==> config.mk <==
export PLATFORM = sky130hd
export DESIGN_NAME = vend_ctrl
export DESIGN_NICKNAME = d
export VERILOG_FILES = /design/src/rtl/vend_pkg.sv /design/src/rtl/vend_tick_cnt.sv /design/src/rtl/vend_ctrl.sv
export SDC_FILE = /design/constraint.sdc
export NUM_CORES = 1
export LEC_CHECK = 0
export BUFFER_PORTS_ARGS = -buffer_cell sky130_fd_sc_hd__buf_4
export CAP_MARGIN = 20
export CORE_ASPECT_RATIO = 0.8
export CORE_MARGIN = 2
export CORE_UTILIZATION = 35
export CTS_CLUSTER_SIZE = 24
export DETAILED_ROUTE_END_ITERATION = 16
export SLEW_MARGIN = 25
export SYNTH_ARGS = -nofsm -noshare
export SYNTH_HDL_FRONTEND = slang
export SYNTH_SLANG_ARGS = --single-unit
==> constraint.sdc <==
create_clock -name clk -period 4.14 [get_ports clk]
set_clock_uncertainty 0.2 [all_clocks]
set_input_delay 0.414 -clock clk [delete_from_list [all_inputs] [get_ports clk]]
set_output_delay 0.414 -clock clk [all_outputs]
set_load 0.02 [all_outputs]
==> src/rtl/vend_pkg.sv <==
// Shared types and constants for the vending-machine controller.
package vend_pkg;

  // FSM state codes, also exported on the state port for the display driver.
  typedef enum logic [2:0] {
    ST_IDLE   = 3'd0,
    ST_PAY    = 3'd1,
    ST_VEND   = 3'd2,
    ST_CHANGE = 3'd3,
    ST_REFUND = 3'd4
  } vend_state_e;

  // Coin values in 0.5-yuan units.
  localparam logic [1:0] HALF = 2'd1;
  localparam logic [1:0] ONE  = 2'd2;

endpackage

==> src/rtl/vend_tick_cnt.sv <==
// Clearable tick counter with terminal-count flag.
// done is high on the tick that completes TERM counted ticks; the counter
// wraps to zero on that tick so back-to-back hold phases need no extra clear.
module vend_tick_cnt #(
  parameter int unsigned TERM = 4
) (
  input  logic clk,
  input  logic rst,
  input  logic clr,
  input  logic tick,
  output logic done
);

  localparam int unsigned W = (TERM > 1) ? $clog2(TERM) : 1;
  localparam logic [W-1:0] TC = W'(TERM - 1);

  logic [W-1:0] count;

  // done depends only on count and tick, never on clr, so clr may be derived
  // from logic that consumes done without forming a loop.
  assign done = tick && (count == TC);

  // Count tick pulses; clear on request or on reaching terminal count.
  always_ff @(posedge clk) begin
    if (rst || clr) begin
      count <= '0;
    end else if (tick) begin
      count <= done ? '0 : count + 1'b1;
    end
  end

endmodule

==> src/rtl/vend_ctrl.sv <==
// Vending-machine controller: coin credit, vend/change/refund sequencing.
// Optional feature: define VEND_TIMEOUT_EN to auto-refund after
// TIMEOUT_TICKS ticks of inactivity in PAY.
module vend_ctrl
  import vend_pkg::*;
#(
  parameter int unsigned PRICE         = 5,
  parameter int unsigned MAX_BAL       = 40,
  parameter int unsigned HOLD_TICKS    = 4,
  parameter int unsigned TIMEOUT_TICKS = 20
) (
  input  logic       clk,
  input  logic       rst,
  input  logic       tick,
  input  logic       coin_half,
  input  logic       coin_one,
  input  logic       buy,
  input  logic       cancel,
  output logic [7:0] balance,
  output logic [7:0] change,
  output logic       vend_out,
  output logic       change_out,
  output logic       reject,
  output logic       busy,
  output logic [2:0] state
);

  // Elaboration-time sanity check of the configuration.
  if (HOLD_TICKS < 1 || TIMEOUT_TICKS < 1 || MAX_BAL > 255) begin : g_bad_params
    $error("vend_ctrl: illegal parameter value");
  end

  vend_state_e state_q;
  vend_state_e state_n;
  logic [7:0]  bal_n;
  logic [7:0]  chg_n;
  logic        rej_n;

  logic [1:0]  coin_sum;
  logic        any_coin;
  logic [8:0]  sum9;
  logic        fits;
  logic        can_buy;
  logic        hold_clr;
  logic        hold_done;
  logic        timeout;

  assign coin_sum = (coin_half ? HALF : 2'd0) + (coin_one ? ONE : 2'd0);
  assign any_coin = coin_half || coin_one;
  assign sum9     = {1'b0, balance} + {7'd0, coin_sum};
  assign fits     = (sum9 <= 9'(MAX_BAL));
  assign can_buy  = (balance >= 8'(PRICE));

  // Hold counter only runs in the output-hold states.
  assign hold_clr = !((state_q == ST_VEND) || (state_q == ST_CHANGE) ||
                      (state_q == ST_REFUND));

  vend_tick_cnt #(.TERM(HOLD_TICKS)) u_hold (
    .clk  (clk),
    .rst  (rst),
    .clr  (hold_clr),
    .tick (tick),
    .done (hold_done)
  );

`ifdef VEND_TIMEOUT_EN
  logic to_clr;
  // An accepted coin in PAY is exactly the case where PAY holds and the
  // balance changes, so the clear is derived from next-state values.
  assign to_clr = (state_q != ST_PAY) ||
                  ((state_n == ST_PAY) && (bal_n != balance));

  vend_tick_cnt #(.TERM(TIMEOUT_TICKS)) u_timeout (
    .clk  (clk),
    .rst  (rst),
    .clr  (to_clr),
    .tick (tick),
    .done (timeout)
  );
`else
  assign timeout = 1'b0;
`endif

  // Next-state, credit and change computation.
  always_comb begin
    state_n = state_q;
    bal_n   = balance;
    chg_n   = change;
    rej_n   = 1'b0;
    case (state_q)
      ST_IDLE: begin
        if (any_coin) begin
          if (fits) begin
            bal_n   = sum9[7:0];
            state_n = ST_PAY;
          end else begin
            rej_n = 1'b1;
          end
        end
      end
      ST_PAY: begin
        if (cancel || timeout) begin
          state_n = ST_REFUND;
          chg_n   = balance;
          bal_n   = '0;
          rej_n   = any_coin;
        end else if (buy && can_buy) begin
          state_n = ST_VEND;
          chg_n   = balance - 8'(PRICE);
          bal_n   = '0;
          rej_n   = any_coin;
        end else if (any_coin) begin
          if (fits) begin
            bal_n = sum9[7:0];
          end else begin
            rej_n = 1'b1;
          end
        end
      end
      ST_VEND: begin
        rej_n = any_coin;
        if (hold_done) begin
          state_n = (change != '0) ? ST_CHANGE : ST_IDLE;
        end
      end
      ST_CHANGE, ST_REFUND: begin
        rej_n = any_coin;
        if (hold_done) begin
          chg_n   = '0;
          state_n = ST_IDLE;
        end
      end
      default: begin
        state_n = ST_IDLE;
        bal_n   = '0;
        chg_n   = '0;
        rej_n   = 1'b0;
      end
    endcase
  end

  // Register state and all outputs; outputs are decoded from next state.
  always_ff @(posedge clk) begin
    if (rst) begin
      state_q    <= ST_IDLE;
      balance    <= '0;
      change     <= '0;
      vend_out   <= 1'b0;
      change_out <= 1'b0;
      reject     <= 1'b0;
      busy       <= 1'b0;
    end else begin
      state_q    <= state_n;
      balance    <= bal_n;
      change     <= chg_n;
      vend_out   <= (state_n == ST_VEND);
      change_out <= (state_n == ST_CHANGE) || (state_n == ST_REFUND);
      reject     <= rej_n;
      busy       <= (state_n == ST_VEND) || (state_n == ST_CHANGE) ||
                    (state_n == ST_REFUND);
    end
  end

  assign state = state_q;

endmodule

Word level (Yosys, flattened, before mapping)
Index checks and enable logic that the tools add are counted.
Widths: inputs -> output; s select.

storage, ports and cells
  output and inout bits = 23
  register bits after elaboration = 25
  bits of input ports = 7
  logic and storage cells = 66

operators by class
  equality and inequality tests = 10
  multiplexer cells = 25
  $add $sub $neg = 4
  bitwise operators = 1
  reduce and logical (&&, ||, !) cells = 16
  $lt $le $gt $ge = 2

operators with widths
  cell                 count
  $mux 8               7
  $pmux 8 s3           2
  $mux 3               6
  $eq 3x2->1 const B   4
  $pmux 3 s4           1
  $add 8x2->9          1
  $le 9x6->1 const B   1
  $ge 8x3->1 const B   1
  $reduce_bool 8->1    1
  $sub 8x3->8 const B  1
  $logic_or 1x1->1     7
  $eq 3x3->1 const B   2
  $mux 2               3
  $mux 1               5
  $reduce_or 2->1      2
  $eq 3x1->1 const B   1
  $logic_not 3->1      1
  $ne 3x3->1 const B   1
  $pmux 1 s3           1
  $reduce_and 3->1     1
  $reduce_or 3->1      1
  $add 1x2->2          1
  $add 2x1->2 const B  1
  $eq 2x2->1 const B   1
  other kinds (4)      5

Depth between registers and ports, before layout
  word-level depth = 10
  gate-level depth with buffers = 9
  mapped depth without buffers = 8

By module
Synthesis repeated with hierarchy kept, for this count alone.

unflattened totals
  cells, all modules = 199
  area, all modules = 1,625.3 um^2

by module, submodules not included
  module         area an instance (um^2)  seq. area each (um^2)  cells an instance  times used
  vend_ctrl      1,524.0                  460.4                  190                1
  vend_tick_cnt  101.3                    40.0                   9                  1

Worst setup path before layout
No wires, ideal clock.

  path kind = reg-to-reg
  start point = register balance[0]
  end point = register balance[4]
  library setup time = 0.062 ns
  data required time = 3.878 ns
  path buffers = 0
  data arrival time = 2.474 ns
  cell stages (with the launch flop) = 9
  clock period less this slack = 2.736 ns
  slack = 1.404 ns
  cell sequence = dfxtp_1 ha_1 fa_1 nor4bb_1 a311oi_1 a21oi_4 nand3b_4 or4b_1 nand3_1

between the ends
  word-level cells in the longest chain between the ends = 7
  elaborated cells between the ends (all ways) = 9
  classes of those cells = 1 x add/sub; 2 x order compare; 5 x mux; 1 x reduce/logical

ends and longest elaborated chain
  element                   line                               RTL
  start: declaration        vend_ctrl.sv:19                    output logic [7:0] balance,
  start signal: assignment  vend_ctrl.sv:154                   balance <= bal_n;
  $add 8x2->9               vend_ctrl.sv:50                    assign sum9 = {1'b0, balance} + {7'd0, coin_sum};
  $le 9x6->1                vend_ctrl.sv:51                    assign fits = (sum9 <= 9'(MAX_BAL));
  $mux 8                    vend_ctrl.sv:93, vend_ctrl.sv:113
  $mux 8                    vend_ctrl.sv:112                   end else if (any_coin) begin
  $mux 8                    vend_ctrl.sv:107                   end else if (buy && can_buy) begin
  $mux 8                    vend_ctrl.sv:102                   if (cancel || timeout) begin
  $pmux 8 s3 *              vend_ctrl.sv:90                    case (state_q)

Every way passes the cells marked *; elsewhere a longest branch is shown, timed or not.
A chain may end at the register's enable or synchronous reset.

Final worst setup path
  start point = register balance[0]
  end point = register state_q[0], in the netlist state[0]

between the ends
  word-level cells in the longest chain between the ends = 5
  elaborated cells between the ends (all ways) = 9
  classes of those cells = 1 x add/sub; 2 x order compare; 5 x mux; 1 x reduce/logical

ends and longest elaborated chain
  element                                                 line                               RTL
  $add 8x2->9 / $ge 8x3->1 (equally long branches)        vend_ctrl.sv:50, vend_ctrl.sv:52
  $le 9x6->1 / $logic_and 1x1->1 (equally long branches)  vend_ctrl.sv:51, vend_ctrl.sv:107
  $mux 3, on equally long branches                        vend_ctrl.sv:93, vend_ctrl.sv:107
  $mux 3, on equally long branches                        vend_ctrl.sv:92, vend_ctrl.sv:102
  $pmux 3 s4 *                                            vend_ctrl.sv:90
  end signal: assignment                                  vend_ctrl.sv:153                   state_q <= state_n;
  end: declaration                                        vend_ctrl.sv:33                    vend_state_e state_q;

Marked as above.

==> impl_metrics.json <==
{
  "fp.coreArea_sq_mm": 0.00420,
  "wirelength_microns": 3750,
  "multi_input_area_sq_um": 957,
  "drcViolationCount": 0,
  "powerDensity_mw_per_mm2": 301,
  "setup_ws_ps": 1190,
  "cts_tree": "done",
  "ys_types": 50,
  "firstDrtPassIters": 5,
  "tns_ps": 0,
  "postCtsHoldBufs": 0,
  "ant_nets": 0,
  "synth-warning-count": 0,
  "first_iter_violations": 82,
  "path_clk_slew_ps": 90,
  "avgRoutedWirePerCell_microns": 14.4,
  "grt_pass1_wl_microns": 6240,
  "synth_cells": 183,
  "place_ws_ps": 1240,
  "syn_area_sq_mm": 0.00154,
  "end_kind": "register",
  "dieArea_sq_mm": 0.00495,
  "critPathArrivalTime_ps": 2960,
  "hp-class": "input port to register",
  "rsz0062_at_grt": "no",
  "nets": 218,
  "ys.flop_type": "dfxtp_1",
  "fmax_mhz": 339,
  "final_hold_viol_count": 0,
  "die_h_microns": 63.3,
  "report.final.slew_viol_count": 0,
  "cts_inserted_buffers": 3,
  "critPathKind": "register to register",
  "period_minus_slack_ps": 2950,
  "avgViaCountPerCell": 5.50,
  "synth_edf_count": 0,
  "ys_seq_elements": 25,
  "dp_hpwl_microns": 2780,
  "cap_viol_max_count": 0,
  "start_util_pct": 36.6,
  "fillers": 453,
  "status": "complete, no violations",
  "relSlewSlack_pct": 60.6,
  "antenna_found_initial": 0,
  "final_layout_size_suffix_gt1_share_pct": 18.6,
  "portBuffers": 29,
  "crit_path_max_fanout": 9,
  "syn_area_per_cell_sq_um": 8.41,
  "die_w_microns": 78.1,
  "htreeDepth": 1,
  "ir_drop_uv": 221,
  "gp_congestion": 0.803,
  "seqCellArea_sq_um": 500,
  "post-route-period-util_pct": 71.3,
  "grt_start_max_net_pins": 17,
  "fin_area_sq_mm": 0.00182,
  "async_flop_share_pct": 0,
  "cts_num_sinks": 25,
  "cp.required_ps": 4150,
  "via_count": 1435,
  "post_cts_resized": 0,
  "cts_buffer_depth": 2,
  "grt-ovfl-total": 0,
  "io-pin-count": 30,
  "synth.net_count": 196,
  "placed_area_sq_mm": 0.00177,
  "worstMarginPinSlew_ps": 591,
  "rows": 21,
  "post-cts-setup-buffers": 0,
  "n_antenna_cell": 0,
  "grt_usage_pct": 15.6,
  "worst_hold_slack_ps": 208,
  "grt_pass1_vias": 1249,
  "layout-area-overhead-vs-synth_pct": 18.1,
  "finalSetupViolCount": 0,
  "seq_area_frac_synth_pct": 32.5,
  "clockRootBuffer": "clkbuf_8",
  "setup.worst_path.start_class": "register",
  "leakage_uw": 0.000748,
  "clock_latency_ps": 270
}
-- worst max-delay path: stages, from the launching register on --
cell	delay, ps
dfxtp_1	500
ha_1	260
fa_1	370
nand3_1	160
o32a_1	370
o21ai_1	280
nand3b_4	180
or4_1	430
a21oi_1	140
-- cells in the mapped netlist (2+ instances only) --
master / instances / area, sq um
a211oi_1: 2 / 15.0
nand3b_1: 3 / 22.5
a21o_1: 4 / 30.0
o21ai_0: 6 / 30.0
nor4_1: 9 / 56.3
xor2_1: 3 / 26.3
nor2b_1: 3 / 18.8
o41ai_1: 2 / 17.5
o21ai_1: 3 / 15.0
a32o_1: 2 / 20.0
o21a_1: 2 / 15.0
dfxtp_1: 25 / 500
and2_1: 2 / 12.5
inv_1: 7 / 26.3
nand3_1: 6 / 30.0
xnor2_1: 4 / 35.0
nand2b_1: 3 / 18.8
a221o_1: 2 / 20.0
ha_1: 5 / 62.6
a31oi_1: 2 / 12.5
clkbuf_1: 6 / 22.5
o211ai_1: 3 / 22.5
nand2_1: 15 / 56.3
nor2_1: 15 / 56.3
nor3_1: 5 / 25.0
buf_2: 5 / 25.0
a31o_1: 6 / 52.6
a21oi_1: 11 / 55.1
-- per-layer routing --
| layer | vias up | global-route usage (%) | wire [microns] |
|---|---|---|---|
| li1 | 722 | - | - |
| met1 | 674 | 24.4 | 2010 |
| met2 | 37 | 22.1 | 1520 |
| met3 | 2 | 3.44 | 205 |
| met4 | 0 | 2.63 | 14 |
| met5 | - | 0 | 0 |
-- where the power goes --
| group | internal [uW] | leakage (uW) | switching (uW) | total, uW |
|---|---|---|---|---|
| clock | 68.9 | 0.0000228 | 77.7 | 147 |
| sequential | 250 | 0.000203 | 18.6 | 268 |
| combinational | 55.0 | 0.000522 | 77.3 | 132 |
-- final cells by class --
type	count	area share, %
well taps	57	3.92
flip-flops and latches	25	27.5
clock buffers	4	2.48
repair buffers	29	12.0
inverters	7	1.45
multi-input cells	139	52.6
-- cell usage in the layout, fill, tap and decap left out, drive strengths merged, types with 3 or more instances in the layout --
master / n
nand2b: 3
nand3b: 4
nor4: 9
a31o: 7
clkbuf: 4
and2: 3
xor2: 3
o21ai: 9
xnor2: 4
nand3: 6
buf: 29
a21oi: 12
a21o: 4
o211ai: 3
inv: 7
nor2b: 3
dfxtp: 25
nor2: 15
ha: 5
nor3: 5
nand2: 15
-- registers in the layout (all words and copies together), names as in the netlist --
signal,count
balance,8
busy,1
change,8
change_out,1
reject,1
state,3
u_hold.count,2
vend_out,1
-- kinds of logic (layout without fill, tap and decap cells) --
group,count (synthesis),after routing,share of synthesized area (%)
flops,25,25,32.5
mux,1,1,0.650
xor+xnor,7,7,3.98
simple gates,71,71,25.4
buf+inv,19,40,5.28
fa+ha+maj,6,6,5.37
compound gates,54,54,26.7
-- final timing paths --
check                               start                      endpoint  slack [ps]  depth (start not counted)
hold / removal                       tick  u_hold.count[1]$_SDFFE_PP0P_         210                          3
setup / recovery  balance[0]$_SDFFE_PP0P_           state[0]$_SDFF_PP0_        1190                          8
setup reg to reg  balance[0]$_SDFFE_PP0P_           state[0]$_SDFF_PP0_        1190                          8
hold reg to reg    change[0]$_SDFFE_PP0P_        change[0]$_SDFFE_PP0P_         300                          2
-- per-stage QoR --
stage	cells	util, %	power (uW)
final	261	43.2	547
after detailed placement	257	42.2	405
after floorplan	183	-	365
after global placement	257	42.2	404
after global routing	261	43.2	583
after CTS	261	43.2	552
Power figures use the tool's default switching activity.
